[config.mk]
export PLATFORM = sky130hd
export DESIGN_NAME = aes_block_ctrl
export DESIGN_NICKNAME = d
export VERILOG_FILES = /design/src/rtl/aes_block_ctrl.sv
export SDC_FILE = /design/constraint.sdc
export NUM_CORES = 2
export LEC_CHECK = 0
export ABC_AREA = 1
export CAP_MARGIN = 20
export CORE_AREA = 2 2 456 458
export DETAILED_ROUTE_END_ITERATION = 12
export DIE_AREA = 0 0 458 460
export PLACE_DENSITY_LB_ADDON = 0.3
export SETUP_SLACK_MARGIN = 0.4
export SYNTH_ARGS = -nofsm -noshare
export SYNTH_HDL_FRONTEND = slang
export SYNTH_SLANG_ARGS = --single-unit
[constraint.sdc]
create_clock -name i_clk -period 1.8 [get_ports i_clk]
set_input_delay 0.36 -clock i_clk [delete_from_list [all_inputs] [get_ports i_clk]]
set_output_delay 0.36 -clock i_clk [all_outputs]
set_load 0.005 [all_outputs]
[src/rtl/aes_block_ctrl.sv]
// Host-side initiator for the AES core start/done interface: ECB/CBC chaining,
// one core operation per input block, result buffering and a completion watchdog.
module aes_block_ctrl #(
  parameter int unsigned TIMEOUT = 31
) (
  input  logic         i_clk,
  input  logic         i_rst_n,
  input  logic         i_cfg_load,
  input  logic [1:0]   i_cfg_mode,
  input  logic         i_cfg_dec,
  input  logic         i_cfg_cbc,
  input  logic [255:0] i_cfg_key,
  input  logic [127:0] i_cfg_iv,
  input  logic         i_in_valid,
  output logic         o_in_ready,
  input  logic [127:0] i_in_data,
  output logic         o_out_valid,
  input  logic         i_out_ready,
  output logic [127:0] o_out_data,
  output logic         o_core_start,
  output logic         o_core_enc_dec,
  output logic [1:0]   o_core_mode,
  output logic [255:0] o_core_key,
  output logic [127:0] o_core_data_in,
  input  logic [127:0] i_core_data_out,
  input  logic         i_core_done,
  output logic         o_busy,
  output logic         o_err
);

  localparam int unsigned WDOG_W = $clog2(TIMEOUT);

  typedef enum logic [1:0] {StIdle, StStart, StWait, StDrain} state_e;

  state_e             r_state, w_state_next;
  logic [1:0]         r_mode;
  logic               r_dec, r_cbc, r_err, r_out_valid;
  logic [255:0]       r_key;
  logic [127:0]       r_chain, r_ct, r_res, r_out_data, r_core_data_in;
  logic [WDOG_W-1:0]  r_wdog;

  logic               w_cfg_ok, w_accept, w_cbc_enc, w_cbc_dec;
  logic               w_out_load, w_to_drain, w_timeout;
  logic [127:0]       w_res, w_out_next;

  assign w_cbc_enc  = r_cbc & ~r_dec;
  assign w_cbc_dec  = r_cbc & r_dec;
  assign o_in_ready = i_rst_n & (r_state == StIdle) & ~i_cfg_load;
  assign w_accept   = i_in_valid & o_in_ready;
  // Configuration may only change while nothing is in flight or waiting to be read.
  assign w_cfg_ok   = i_cfg_load & (r_state == StIdle) & ~r_out_valid;
  assign w_res      = w_cbc_dec ? (i_core_data_out ^ r_chain) : i_core_data_out;

  always_ff @(posedge i_clk or negedge i_rst_n) begin
    if (!i_rst_n) begin
      r_state <= StIdle;
    end else begin
      r_state <= w_state_next;
    end
  end

  always_comb begin
    w_state_next = r_state;
    w_out_load   = 1'b0;
    w_to_drain   = 1'b0;
    w_timeout    = 1'b0;
    w_out_next   = r_out_data;
    case (r_state)
      StIdle: begin
        if (w_accept) w_state_next = StStart;
      end
      StStart: begin
        w_state_next = StWait;
      end
      StWait: begin
        if (i_core_done) begin
          if (!r_out_valid || i_out_ready) begin
            w_out_load   = 1'b1;
            w_out_next   = w_res;
            w_state_next = StIdle;
          end else begin
            w_to_drain   = 1'b1;
            w_state_next = StDrain;
          end
        end else if (r_wdog == WDOG_W'(TIMEOUT - 1)) begin
          w_timeout    = 1'b1;
          w_state_next = StIdle;
        end
      end
      StDrain: begin
        if (i_out_ready) begin
          w_out_load   = 1'b1;
          w_out_next   = r_res;
          w_state_next = StIdle;
        end
      end
      default: w_state_next = StIdle;
    endcase
  end

  always_ff @(posedge i_clk or negedge i_rst_n) begin
    if (!i_rst_n) begin
      r_mode         <= 2'b00;
      r_dec          <= 1'b0;
      r_cbc          <= 1'b0;
      r_key          <= '0;
      r_chain        <= '0;
      r_ct           <= '0;
      r_res          <= '0;
      r_core_data_in <= '0;
      r_out_data     <= '0;
      r_out_valid    <= 1'b0;
      r_wdog         <= '0;
      r_err          <= 1'b0;
    end else begin
      if (w_cfg_ok) begin
        r_mode  <= i_cfg_mode;
        r_dec   <= i_cfg_dec;
        r_cbc   <= i_cfg_cbc;
        r_key   <= i_cfg_key;
        r_chain <= i_cfg_iv;
        r_err   <= 1'b0;
      end
      if (w_accept) begin
        r_core_data_in <= w_cbc_enc ? (i_in_data ^ r_chain) : i_in_data;
        if (w_cbc_dec) r_ct <= i_in_data;
      end
      if (r_state == StStart) begin
        r_wdog <= '0;
      end else if (r_state == StWait) begin
        r_wdog <= r_wdog + 1'b1;
      end
      // Chain advances only on a real completion; an abandoned block leaves it intact.
      if ((r_state == StWait) && i_core_done) begin
        if (w_cbc_enc) begin
          r_chain <= i_core_data_out;
        end else if (w_cbc_dec) begin
          r_chain <= r_ct;
        end
      end
      if (w_to_drain) r_res <= w_res;
      if (w_out_load) begin
        r_out_data  <= w_out_next;
        r_out_valid <= 1'b1;
      end else if (r_out_valid && i_out_ready) begin
        r_out_valid <= 1'b0;
      end
      if (w_timeout) r_err <= 1'b1;
    end
  end

  assign o_out_valid    = r_out_valid;
  assign o_out_data     = r_out_data;
  assign o_core_start   = (r_state == StStart);
  assign o_core_enc_dec = r_dec;
  assign o_core_mode    = r_mode;
  assign o_core_key     = r_key;
  assign o_core_data_in = r_core_data_in;
  assign o_busy         = (r_state != StIdle) | r_out_valid;
  assign o_err          = r_err;

endmodule

# After elaboration in Yosys (flattened, before gate mapping)
# Cells that the tools add are included.
word_totals:
  output_inout_bits: 520
  wordCells: 81
  register_bits: 909
op_classes:
  n_eq_ne: 9
  mux: 32
  n_addsub: 1
  bitwise_logic: 13
  reduce_logical: 13
op_table:
  columns: ["operator", "n"]
  rows:
  - ["$mux W128", 9]
  - ["$pmux W128 S2", 1]
  - ["$xor A128 B128 Y128", 2]
  - ["$mux W1", 13]
  - ["$mux W2", 5]
  - ["$mux W5", 2]
  - ["$reduce_bool A2 Y1", 5]
  - ["$ne A2 B2 Y1 const B", 4]
  - ["$pmux W2 S4", 1]
  - ["$and A1 B1 Y1", 7]
  - ["$add A5 B1 Y5 const B", 1]
  - ["$eq A5 B5 Y1 const B", 1]
  - ["$reduce_and A5 Y1", 1]
  - ["$eq A2 B2 Y1 const B", 2]
  - ["$ne A3 B3 Y1 const B", 1]
  - ["$not A1 Y1", 3]
  - ["$reduce_and A3 Y1", 1]
  - ["$eq A2 B1 Y1 const B", 1]
  - ["$logic_and A1 B1 Y1", 2]
  - ["$logic_not A2 Y1", 1]
  - ["$pmux W1 S2", 1]
  - ["$reduce_and A2 Y1", 1]
  - ["$logic_not A1 Y1", 1]
  - ["$logic_or A1 B1 Y1", 1]
  - ["$or A1 B1 Y1", 1]

# Longest topological paths before layout
depth:
  ltp_word: 7
  ltp_mapped: 11
  ltp_nobuf: 9

# Worst setup path before layout
# OpenSTA, ideal clock, no wires.
synth_timing:
  kind: "reg2reg"
  from: "reg r_state[1]"
  to: "reg r_ct[78]"
  path_stages_with_launch: 11
  slack_ns: 0.076
  required_time_ns: 1.670
  setup_ns: 0.130
  t_arrival_ns: 1.593
  path_buffers: 3
  path_cell_list: "dfrtp_1 -> inv_1 -> ha_1 -> nand4_2 -> inv_2 -> nand2_1 -> buf_2 -> buf_6 -> buf_4 -> nand2_1 -> o21ai_1"
synth_between:
  elab_chain_len: 5
synth_lines:
  columns: ["item", "line", "text"]
  rows:
  - ["start: declaration", "35", "state_e r_state, w_state_next;"]
  - ["start signal: assignment", "56", "r_state <= StIdle;"]
  - ["start signal: assignment", "58", "r_state <= w_state_next;"]
  - ["$logic_not A2 Y1", "48", "assign o_in_ready = i_rst_n & (r_state == StIdle) & ~i_cfg_load;"]
  - ["$and A1 B1 Y1 (2 in series)", "48", null]
  - ["$and A1 B1 Y1", "49", "assign w_accept = i_in_valid & o_in_ready;"]
  - ["$reduce_and A2 Y1 (no line)", null, null]
  - ["end signal: assignment", "126", "if (w_cbc_dec) r_ct <= i_in_data;"]
  - ["end: declaration", "39", "logic [127:0] r_chain, r_ct, r_res, r_out_data, r_core_data_in;"]
# Every way passes these cells.
# A chain may end at the register's enable or synchronous reset.

# Worst setup path in the final report
layout_timing:
  from: "reg r_state[0]"
  to: "reg r_ct[95]"
# Same word-level chain as after synthesis.

==> metrics.cfg <==
[yosys]
yosysMostFrequentCell=nand2_1
synth-xor-area-share_pct=0.0820
synth-seq-cells=909
synth_edf_count=0
synthSimpleGateAreaFrac_pct=28.2
synth_top_family_by_area=simple AND/OR/NAND/NOR gates
yosys.area.top_type=dfrtp_1
synth_async_sr_flop_share_pct=100
syn-num-nets=6228
synth.distinct_cells=29
seq_area_frac_synth_pct=53.2
synth_top_area_share_pct=53.2
synth.avg_cell_area_um2=7.67
synth_compound_area_share_pct=11.0
synthCells=5571
synth_area_mm2=0.0427
ys_dominant_reg_cell=dfrtp_1
muxShareOfSynthArea_pct=0
ys_warn_count=0
synth_fa_ha_area_share_pct=0.205
ys_top_cells_by_count=nand2_1 (2124), dfrtp_1 (909), o21ai_0 (460)
ys_top_cells_by_area=dfrtp_1 (53%), nand2_1 (19%), o21ai_0 (5.4%)

[sta]
whs_ns=0.117
post-route-period-util_pct=119
fin_tns_setup_ns=-189.42
tightest_slew_ns=0.914
finalCriticalPeriod_ns=2.15
slew_headroom_pct=39.0
timing.fmax_ghz=0.466
rsz0062_at_grt=true
finalSetupViolCount=907
hold_violations=0
postLayoutSetupSlackWorst_ns=-0.348
skew_ns=0.0395
drv_slew=0

[placement]
placed_cells=9432
dp_hpwl_um=161000
dpl_worst_slack_ns=-0.427
portBuffers=1169
gp_congestion=0.906
placed_area_mm2=0.0603

[clock_tree]
cts_made_buffers=112
htreeDepth=3
clkSinkCount=909
cts_tree=yes
cts_buffer_depth=3
root_buffer=clkbuf_16
cts.clk_slew.worst_paths_ns=0.06
clkLatencyLatePin_ns=0.78

[layout]
utilization_pct=35.1
finalNonFillerCells=10083
design_area_mm2=0.0724
post_route_cells_drive_above_1_share_pct=27.1
syn2layout_area_growth_pct=69.4
nNetsFinal=7925

[route]
drc=0
dr_total_vias=46164
wire_per_inst_um=24.1
vias_per_cell=4.58
wl_um=243000
drt_iter0_drc=4029
antenna_left=0
drt_first_pass_iters=6

[global_routing]
grt.total_usage_pct=21.9
grt_pass1_wl_um=335000
grt_pass1_vias=45317
antenna_found_initial=25
gr-total-overflow=0
grt_max_degree=154

[die]
die_y_um=460
core_mm2=0.206
die_area_mm2=0.211
rows=167
die_x_um=458
io_pins=1170
start_util_pct=20.7

[setup_path]
critPathLaunchType=flop
crit_type=reg2reg
r2r_slack_ns=-0.35
critPathCaptureType=flop
cp.arrival_ns=2.80
crit_required_ns=2.45
cp_max_fo=7

[outcome]
status=finished, violations left
violations=negative setup slack

[pwr]
p_leak_nw=35.7
ir_drop_v=0.000911
power.density_mw_per_mm2=1690
finalPower_mw=123

[flow_run]
maxCapViolCount=0

[worst_hold_path]
hold_class=in2reg

## state kept, by name, indices dropped and copies added, names as in the netlist
| name | cells |
|---|---|
| o_core_key | 256 |
| o_out_valid | 1 |
| o_err | 1 |
| r_chain | 128 |
| r_cbc | 1 |
| r_state | 2 |
| o_out_data | 128 |
| r_res | 128 |
| o_core_enc_dec | 1 |
| o_core_data_in | 128 |
| r_wdog | 5 |
| o_core_mode | 2 |
| r_ct | 128 |
## path summary, 6_finish.rpt
kind,from,to,cells past startpoint
max,r_state[0],r_ct[95],13
min,i_cfg_key[164],o_core_key[164],3
max reg2reg,r_state[0],r_ct[95],13
min reg2reg,o_out_data[82],o_out_data[82],2
max in group asynchronous,i_rst_n,o_out_data[126],4
min in group asynchronous,i_rst_n,o_core_data_in[21],3
## what timing repair did
action                                   CTS  global route
endpoints found under the hold margin    196             0
gates resized for setup                 2931           691
hold buffers                               1             0
endpoints found under the setup margin  1424          1827
cloned                                    97            25
buffers inserted                         276            27
pin swaps                                 36           102
## power by group
| group | switching [mW] | total (mW) | leakage [nW] | internal, mW |
|---|---|---|---|---|
| clock network | 9.84 | 23.5 | 1.85 | 13.7 |
| logic | 31.8 | 60.7 | 22.6 | 28.9 |
| registers | 8.13 | 38.3 | 11.2 | 30.2 |
| total | 49.8 | 123 | 35.7 | 72.8 |
## cell usage in the layout (no fill, tap or decap), types with 6 or more instances in the layout
cell and instances:
nand2_1 1859, dfrtp_1 897, clkdlybuf4s50_1 648, inv_1 391
buf_4 386, nand3_1 369, o21ai_0 330, nor2_1 327
buf_6 304, buf_2 282, o21ai_1 145, nand2_2 137
clkbuf_16 135, buf_12 132, o21bai_1 128, nand2_4 125
a21oi_1 124, buf_16 117, o21ai_2 104, nor3_1 89
nand3_2 37, nor3_2 36, clkbuf_8 27, buf_8 26
clkbuf_1 25, diode_2 24, nor2_4 22, o22ai_1 18
nor2_2 17, clkinv_2 17, dfrtp_2 12, o21ai_4 11
bufbuf_16 9, bufinv_16 8, inv_2 6, nand2_8 6
## cell type report
type | instances | area, um2
Antenna cell | 24 | 60.1
Clock buffer | 164 | 3270
Clock inverter | 37 | 488
Fill cell | 21232 | 134000
Inverter | 405 | 1590
Multi-Input combinational cell | 3910 | 19500
Sequential cell | 909 | 22800
Tap cell | 2704 | 3380
Timing Repair Buffer | 1928 | 21400
Timing Repair inverter | 2 | 40.0
## worst max-delay path, stage by stage (launching register included)
cell and delay, ns:
dfrtp_1 0.41, inv_2 0.09, ha_4 0.17, buf_6 0.11, buf_6 0.10, buf_6 0.09, nand4_4 0.14, inv_8 0.16
nand2_8 0.16, buf_6 0.17, buf_12 0.14, buf_12 0.15, nand2_2 0.05, o21ai_1 0.06
## routing by layer
metal  wire (um)  vias to the layer above  track usage [%]
met4       12700                        4             10.1
li1            -                    21175                -
met3       15200                      427             4.07
met5          18                        -                0
met1       94800                    22656             26.0
met2      120000                     1902             38.1
## kinds of logic after synthesis
family,count (synthesis)
AND/OR/NAND/NOR,3030
flip-flops,909
AO/OA/AOI/OAI,867
buffers and inverters,754
adder cells (fa/ha/maj),7
XOR/XNOR,4
Note: power is estimated with default switching activity, not from simulation.
